## src/rtl/uart_tx.sv

```systemverilog
// uart_tx -- 8-bit UART transmitter, start bit, 8 data bits LSB first, one stop bit.
// Every bit is held for CLKS_PER_BIT clock cycles. Define UART_TX_PARITY_EN to
// insert an even-parity bit between the last data bit and the stop bit.
// All outputs come straight from registers; reset is synchronous, active-high.

module uart_tx #(
  parameter int CLKS_PER_BIT = 25
) (
  input  logic       clk,
  input  logic       reset,
  input  logic       tx_start,
  input  logic [7:0] tx_data,
  output logic       tx,
  output logic       busy,
  output logic       done
);

  // Bit timer counts 0 .. CLKS_PER_BIT-1 inside each serial bit.
  localparam int TW = (CLKS_PER_BIT > 1) ? $clog2(CLKS_PER_BIT) : 1;
  localparam logic [TW-1:0] TIMER_LAST = TW'(CLKS_PER_BIT - 1);
  localparam logic [TW-1:0] TIMER_ZERO = TW'(0);
  localparam logic [TW-1:0] TIMER_ONE  = TW'(1);

  typedef enum logic [2:0] {
    IDLE   = 3'd0,
    START  = 3'd1,
    DATA   = 3'd2,
`ifdef UART_TX_PARITY_EN
    PARITY = 3'd3,
`endif
    STOP   = 3'd4
  } state_e;

  state_e          state_q, state_d;
  logic [TW-1:0]   timer_q, timer_d;
  logic [2:0]      bit_idx_q, bit_idx_d;
  logic [7:0]      shift_q, shift_d;
  logic            tx_q, tx_d;
  logic            busy_q, busy_d;
  logic            done_q, done_d;
  logic            bit_end_s;

`ifdef UART_TX_PARITY_EN
  // Even parity: the parity bit makes the total count of ones even.
  function automatic logic even_parity(input logic [7:0] data);
    even_parity = ^data;
  endfunction
`endif

  assign bit_end_s = (timer_q == TIMER_LAST);

  // Register all state and outputs; reset wins over any request on the same edge.
  always_ff @(posedge clk) begin
    if (reset) begin
      state_q   <= IDLE;
      timer_q   <= TIMER_ZERO;
      bit_idx_q <= 3'd0;
      shift_q   <= 8'h00;
      tx_q      <= 1'b1;
      busy_q    <= 1'b0;
      done_q    <= 1'b0;
    end else begin
      state_q   <= state_d;
      timer_q   <= timer_d;
      bit_idx_q <= bit_idx_d;
      shift_q   <= shift_d;
      tx_q      <= tx_d;
      busy_q    <= busy_d;
      done_q    <= done_d;
    end
  end

  // Next-state and next-output logic; outputs are computed for the state being entered.
  always_comb begin
    state_d   = state_q;
    timer_d   = timer_q;
    bit_idx_d = bit_idx_q;
    shift_d   = shift_q;
    tx_d      = tx_q;
    busy_d    = busy_q;
    done_d    = 1'b0;

    case (state_q)
      IDLE: begin
        tx_d      = 1'b1;
        busy_d    = 1'b0;
        timer_d   = TIMER_ZERO;
        bit_idx_d = 3'd0;
        if (tx_start) begin
          // Byte is captured only here; it stays frozen for the whole frame.
          shift_d = tx_data;
          state_d = START;
          tx_d    = 1'b0;
          busy_d  = 1'b1;
        end else begin
          shift_d = shift_q;
          state_d = IDLE;
        end
      end

      START: begin
        if (bit_end_s) begin
          timer_d   = TIMER_ZERO;
          bit_idx_d = 3'd0;
          state_d   = DATA;
          tx_d      = shift_q[0];
        end else begin
          timer_d = timer_q + TIMER_ONE;
        end
      end

      DATA: begin
        if (bit_end_s) begin
          timer_d = TIMER_ZERO;
          // Index wraps 7 -> 0 when the last data bit has been sent.
          bit_idx_d = bit_idx_q + 3'd1;
          if (bit_idx_q == 3'd7) begin
`ifdef UART_TX_PARITY_EN
            state_d = PARITY;
            tx_d    = even_parity(shift_q);
`else
            state_d = STOP;
            tx_d    = 1'b1;
`endif
          end else begin
            state_d = DATA;
            tx_d    = shift_q[bit_idx_q + 3'd1];
          end
        end else begin
          timer_d = timer_q + TIMER_ONE;
        end
      end

`ifdef UART_TX_PARITY_EN
      PARITY: begin
        if (bit_end_s) begin
          timer_d = TIMER_ZERO;
          state_d = STOP;
          tx_d    = 1'b1;
        end else begin
          timer_d = timer_q + TIMER_ONE;
        end
      end
`endif

      STOP: begin
        if (bit_end_s) begin
          // Frame complete: back to idle with a single-cycle done pulse.
          timer_d = TIMER_ZERO;
          state_d = IDLE;
          tx_d    = 1'b1;
          busy_d  = 1'b0;
          done_d  = 1'b1;
        end else begin
          timer_d = timer_q + TIMER_ONE;
        end
      end

      default: begin
        state_d   = IDLE;
        timer_d   = TIMER_ZERO;
        bit_idx_d = 3'd0;
        tx_d      = 1'b1;
        busy_d    = 1'b0;
        done_d    = 1'b0;
      end
    endcase
  end

  assign tx   = tx_q;
  assign busy = busy_q;
  assign done = done_q;

endmodule

```

## config.mk

```make
export PLATFORM = sky130hd
export DESIGN_NAME = uart_tx
export DESIGN_NICKNAME = d
export VERILOG_FILES = /design/src/rtl/uart_tx.sv
export SDC_FILE = /design/constraint.sdc
export NUM_CORES = 1
export LEC_CHECK = 0
export ABC_AREA = 1
export BUFFER_PORTS_ARGS = -buffer_cell sky130_fd_sc_hd__buf_2
export CAP_MARGIN = 5
export CORE_UTILIZATION = 35
export DETAILED_ROUTE_END_ITERATION = 7
export PLACE_DENSITY = 0.56
export SYNTH_ARGS = -nofsm -noshare
export SYNTH_HDL_FRONTEND = slang
export SYNTH_SLANG_ARGS = --single-unit
```

## constraint.sdc

```tcl
create_clock -name clk -period 1.4 [get_ports clk]
set_input_delay 0.28 -clock clk [delete_from_list [all_inputs] [get_ports clk]]
set_output_delay 0.28 -clock clk [all_outputs]
set_load 0.05 [all_outputs]
```

==> impl_metrics.xml <==
<?xml version="1.0" encoding="UTF-8"?>
<metrics>
  <group name="status">
    <metric name="run_status" unit="">complete, but fails checks</metric>
    <metric name="violated_checks" unit="">DRC</metric>
  </group>
  <group name="timing">
    <metric name="finalHoldViolations" unit="">0</metric>
    <metric name="fmax" unit="MHz">756.1</metric>
    <metric name="setup_viol" unit="">0</metric>
    <metric name="fin_crit" unit="ns">1.323</metric>
    <metric name="setup-tns-final" unit="ns">0</metric>
    <metric name="min_period_over_period" unit="%">94.47</metric>
    <metric name="worst_slew_pin_slew" unit="ns">0.2482</metric>
    <metric name="worst_slew_margin_rel" unit="%">83.56</metric>
    <metric name="timing_max_transition_violations_final" unit="">0</metric>
    <metric name="clock-skew-final" unit="ns">0.005428</metric>
  </group>
  <group name="hold_path">
    <metric name="worst_hold_path_type" unit="">in2reg</metric>
    <metric name="hold_start" unit="">tx_data[5]</metric>
  </group>
  <group name="routing">
    <metric name="drcViolationCount" unit="">4</metric>
    <metric name="routed_wirelength" unit="um">2047</metric>
    <metric name="antenna_left" unit="">0</metric>
    <metric name="wl_per_cell" unit="um">11.31</metric>
    <metric name="drtPass1Iterations" unit="">6</metric>
    <metric name="vias" unit="">911</metric>
    <metric name="detailedRoute.firstIterationViolations" unit="">27</metric>
    <metric name="drt-vias-per-instance" unit="">5.033</metric>
  </group>
  <group name="floorplanning">
    <metric name="fp.dieArea" unit="um2">3244</metric>
    <metric name="dieWidth" unit="um">56.96</metric>
    <metric name="placeableCoreArea" unit="um2">2805</metric>
    <metric name="die_h" unit="um">56.96</metric>
    <metric name="number_of_ports_placed_on_the_die_boundary" unit="">14</metric>
    <metric name="initial_utilization" unit="%">37.69</metric>
    <metric name="core.rowCount" unit="">19</metric>
  </group>
  <group name="global_route">
    <metric name="grt_first_pass_wirelength" unit="um">3560</metric>
    <metric name="first_global_vias" unit="">858</metric>
    <metric name="globalRoute.busiestLayer" unit="">met2</metric>
    <metric name="gr-usage-all-layers" unit="%">14.30</metric>
    <metric name="global_route.usage.met2" unit="%">24.54</metric>
    <metric name="antenna_found_initial" unit="">0</metric>
    <metric name="grt_remaining_overflow" unit="">0</metric>
    <metric name="gr_util_met3" unit="%">2.948</metric>
    <metric name="global_route.usage.met1" unit="%">16.43</metric>
    <metric name="largest_net_degree_at_the_start_of_global_routing" unit="">19</metric>
  </group>
  <group name="finish">
    <metric name="area_added_between_synthesis_and_finish" unit="%">18.82</metric>
    <metric name="num-nets-final" unit="">166</metric>
    <metric name="sequential_cell_area" unit="um2">442.9</metric>
    <metric name="area_used_by_multi_input_combinational_logic" unit="um2">568.0</metric>
    <metric name="fillCellCount" unit="">277</metric>
    <metric name="share_of_final_layout_standard_cells_stronger_than_drive_strength_1" unit="%">28.67</metric>
    <metric name="diodes" unit="">0</metric>
  </group>
  <group name="cts">
    <metric name="clkTransAtPathRegs" unit="ns">0.12</metric>
    <metric name="cts_tree" unit="">yes</metric>
    <metric name="worstSkewPairLatency" unit="ns">0.32</metric>
    <metric name="clockRootBuffer" unit="">sky130_fd_sc_hd__clkbuf_4</metric>
    <metric name="cts_num_sinks" unit="">22</metric>
    <metric name="cts-hold-fix-buffers" unit="">0</metric>
    <metric name="clockBufferDepth" unit="">2</metric>
    <metric name="tritoncts.num_buffers" unit="">3</metric>
    <metric name="cts_htree_levels" unit="">1</metric>
  </group>
  <group name="logic_synthesis">
    <metric name="netlist-cell-type-count" unit="">25</metric>
    <metric name="synthesis.area_per_instance" unit="um2">8.010</metric>
    <metric name="ys_ff_latch" unit="">22</metric>
    <metric name="synth_fp_nets" unit="">147</metric>
    <metric name="total_of_warnings_raised_by_yosys" unit="">0</metric>
    <metric name="post_synth_instance_area" unit="um2">1057</metric>
    <metric name="post_synth_inst_count" unit="">132</metric>
    <metric name="ys_seq_area_share" unit="%">41.66</metric>
  </group>
  <group name="worst_setup_path">
    <metric name="worst_path_dominant_cell_family" unit="">adder cells</metric>
    <metric name="cell_with_the_most_instances_on_the_worst_path" unit="">sky130_fd_sc_hd__nand3_1</metric>
    <metric name="worst_setup_path_end_kind" unit="">flip-flop</metric>
    <metric name="worstPathMaxFanout" unit="">4</metric>
    <metric name="timing.rr.start" unit="">bit_idx_q[0]</metric>
    <metric name="crit_path_cell_trace" unit="">ha_2, ha_4, inv_1, nand3_1, nand3b_1, nand3_1, nand2_1, a21oi_2</metric>
    <metric name="worst-setup-path-type" unit="">reg2reg</metric>
    <metric name="arrival" unit="ns">1.59</metric>
    <metric name="worst-path-buf-inv" unit="">1</metric>
    <metric name="startpoint" unit="">bit_idx_q[0]</metric>
    <metric name="start_kind" unit="">flip-flop</metric>
    <metric name="slowest_delay" unit="ns">0.34</metric>
    <metric name="cp_slowest_cell" unit="">sky130_fd_sc_hd__dfxtp_2</metric>
    <metric name="timing.critical_path.required" unit="ns">1.67</metric>
  </group>
  <group name="job">
    <metric name="maxCapViolCount" unit="">0</metric>
  </group>
  <group name="pwr">
    <metric name="power.ir.vdd_worst" unit="mV">0.4684</metric>
    <metric name="power.density_cell_area" unit="nW/um2">1051</metric>
    <metric name="power.total" unit="uW">1320</metric>
    <metric name="p_leak" unit="uW">0.0005330</metric>
  </group>
  <group name="placed_design">
    <metric name="gp_congestion" unit="">0.7167</metric>
    <metric name="numPortBuffers" unit="">13</metric>
    <metric name="place_hpwl" unit="um">1524</metric>
  </group>
</metrics>
==> path summary, 6_finish.rpt <==
kind / end / slack [ns] / cells past startpoint
worst min-delay path: shift_q[5] / 0.23 / 3
worst min register to register: timer_q[0] / 0.44 / 1
worst max register to register: tx / 0.08 / 8
worst max-delay path: tx / 0.08 / 8
==> placed cells by master (no fill, tap or decap), types with 3 or more instances in the layout <==
cell and n:
sky130_fd_sc_hd__inv_1 20, sky130_fd_sc_hd__dfxtp_1 20, sky130_fd_sc_hd__a21oi_1 16, sky130_fd_sc_hd__nand2_1 14
sky130_fd_sc_hd__buf_2 13, sky130_fd_sc_hd__nand3_1 9, sky130_fd_sc_hd__o21ai_0 8, sky130_fd_sc_hd__nor2_1 7
sky130_fd_sc_hd__nand2_4 5, sky130_fd_sc_hd__nor3_1 4, sky130_fd_sc_hd__clkbuf_4 3, sky130_fd_sc_hd__buf_4 3
==> worst register-to-register path, stage by stage (launching register included) <==
cell and delay (ns):
sky130_fd_sc_hd__dfxtp_2 0.34, sky130_fd_sc_hd__ha_2 0.19, sky130_fd_sc_hd__ha_4 0.28, sky130_fd_sc_hd__inv_1 0.05, sky130_fd_sc_hd__nand3_1 0.07, sky130_fd_sc_hd__nand3b_1 0.07
sky130_fd_sc_hd__nand3_1 0.09, sky130_fd_sc_hd__nand2_1 0.07, sky130_fd_sc_hd__a21oi_2 0.11
==> synth_stat cells, drive strengths merged <==
master	number	area (um2)
nand3	12	75.07
nor3	5	30.03
ha	4	50.05
o21ai	8	40.04
o32ai	1	8.760
clkbuf	1	5.000
dfxtp	22	440.4
nor2	10	50.05
nand4	1	12.51
xor2	2	17.52
inv	22	82.58
nand2	21	116.4
a21oi	17	88.84
nand3b	2	15.01
o22ai	2	12.51
o211ai	1	7.510
buf	1	5.000
==> stage by stage <==
step | util (%) | setup slack, ns | instances | hold WS (ns) | area (um2)
after global routing | 44.78 | -0.003520 | 181 | 0.2362 | 1256
after CTS | 43.58 | 0.03199 | 181 | 0.2075 | 1222
after global placement | 41.84 | 0.02210 | 177 | 0.4329 | 1174
final | 44.78 | 0.07749 | 181 | 0.2293 | 1256
after detailed placement | 41.84 | 0.01613 | 177 | 0.4349 | 1174
after floorplan | - | 0.06383 | 132 | 0.3491 | 1057
==> logic make-up (layout without fill, tap and decap cells) <==
| group | after synthesis | count (layout) | share of synthesized area (%) |
|---|---|---|---|
| AND/OR/NAND/NOR | 51 | 51 | 28.28 |
| flip-flops | 22 | 22 | 41.66 |
| AO/OA/AOI/OAI | 29 | 29 | 14.91 |
| adder cells (fa/ha/maj) | 4 | 4 | 4.734 |
| XOR/XNOR | 2 | 2 | 1.657 |
| buffers and inverters | 24 | 42 | 8.757 |
==> flip-flops by register name, summed over array words and instances, names as in the netlist <==
name and flops:
shift_q 8, timer_q 5, bit_idx_q 3, state_q 3
busy 1, done 1, tx 1
==> area by class of cell <==
class / instances / share of cell area (%)
tap: 31 / 3.088
timing repair buffer: 16 / 6.972
inverter: 22 / 6.574
clock buffer: 4 / 2.888
multi-input combinational: 86 / 45.22
sequential: 22 / 35.26
==> timing repair <==
action / 4_1_cts / 5_1_grt
pin swaps: 0 / 2
endpoints found under the setup margin: 1 / 9
hold endpoints to repair: 0 / 0
resized for setup: 1 / 7
buffers inserted: 0 / 0
==> layer usage <==
layer  wire (um)  share of wire [%]
met5           0                  0
met4          56                2.7
met3          84                4.1
met2         996                 49
met1         910                 44
==> power by group <==
part / total [uW] / switching, uW / internal (uW)
Clock: 353 / 194 / 159
Sequential: 705 / 31.8 / 673
Combinational: 262 / 161 / 101
Total: 1320 / 386 / 934
Power figures use the tool's default switching activity.
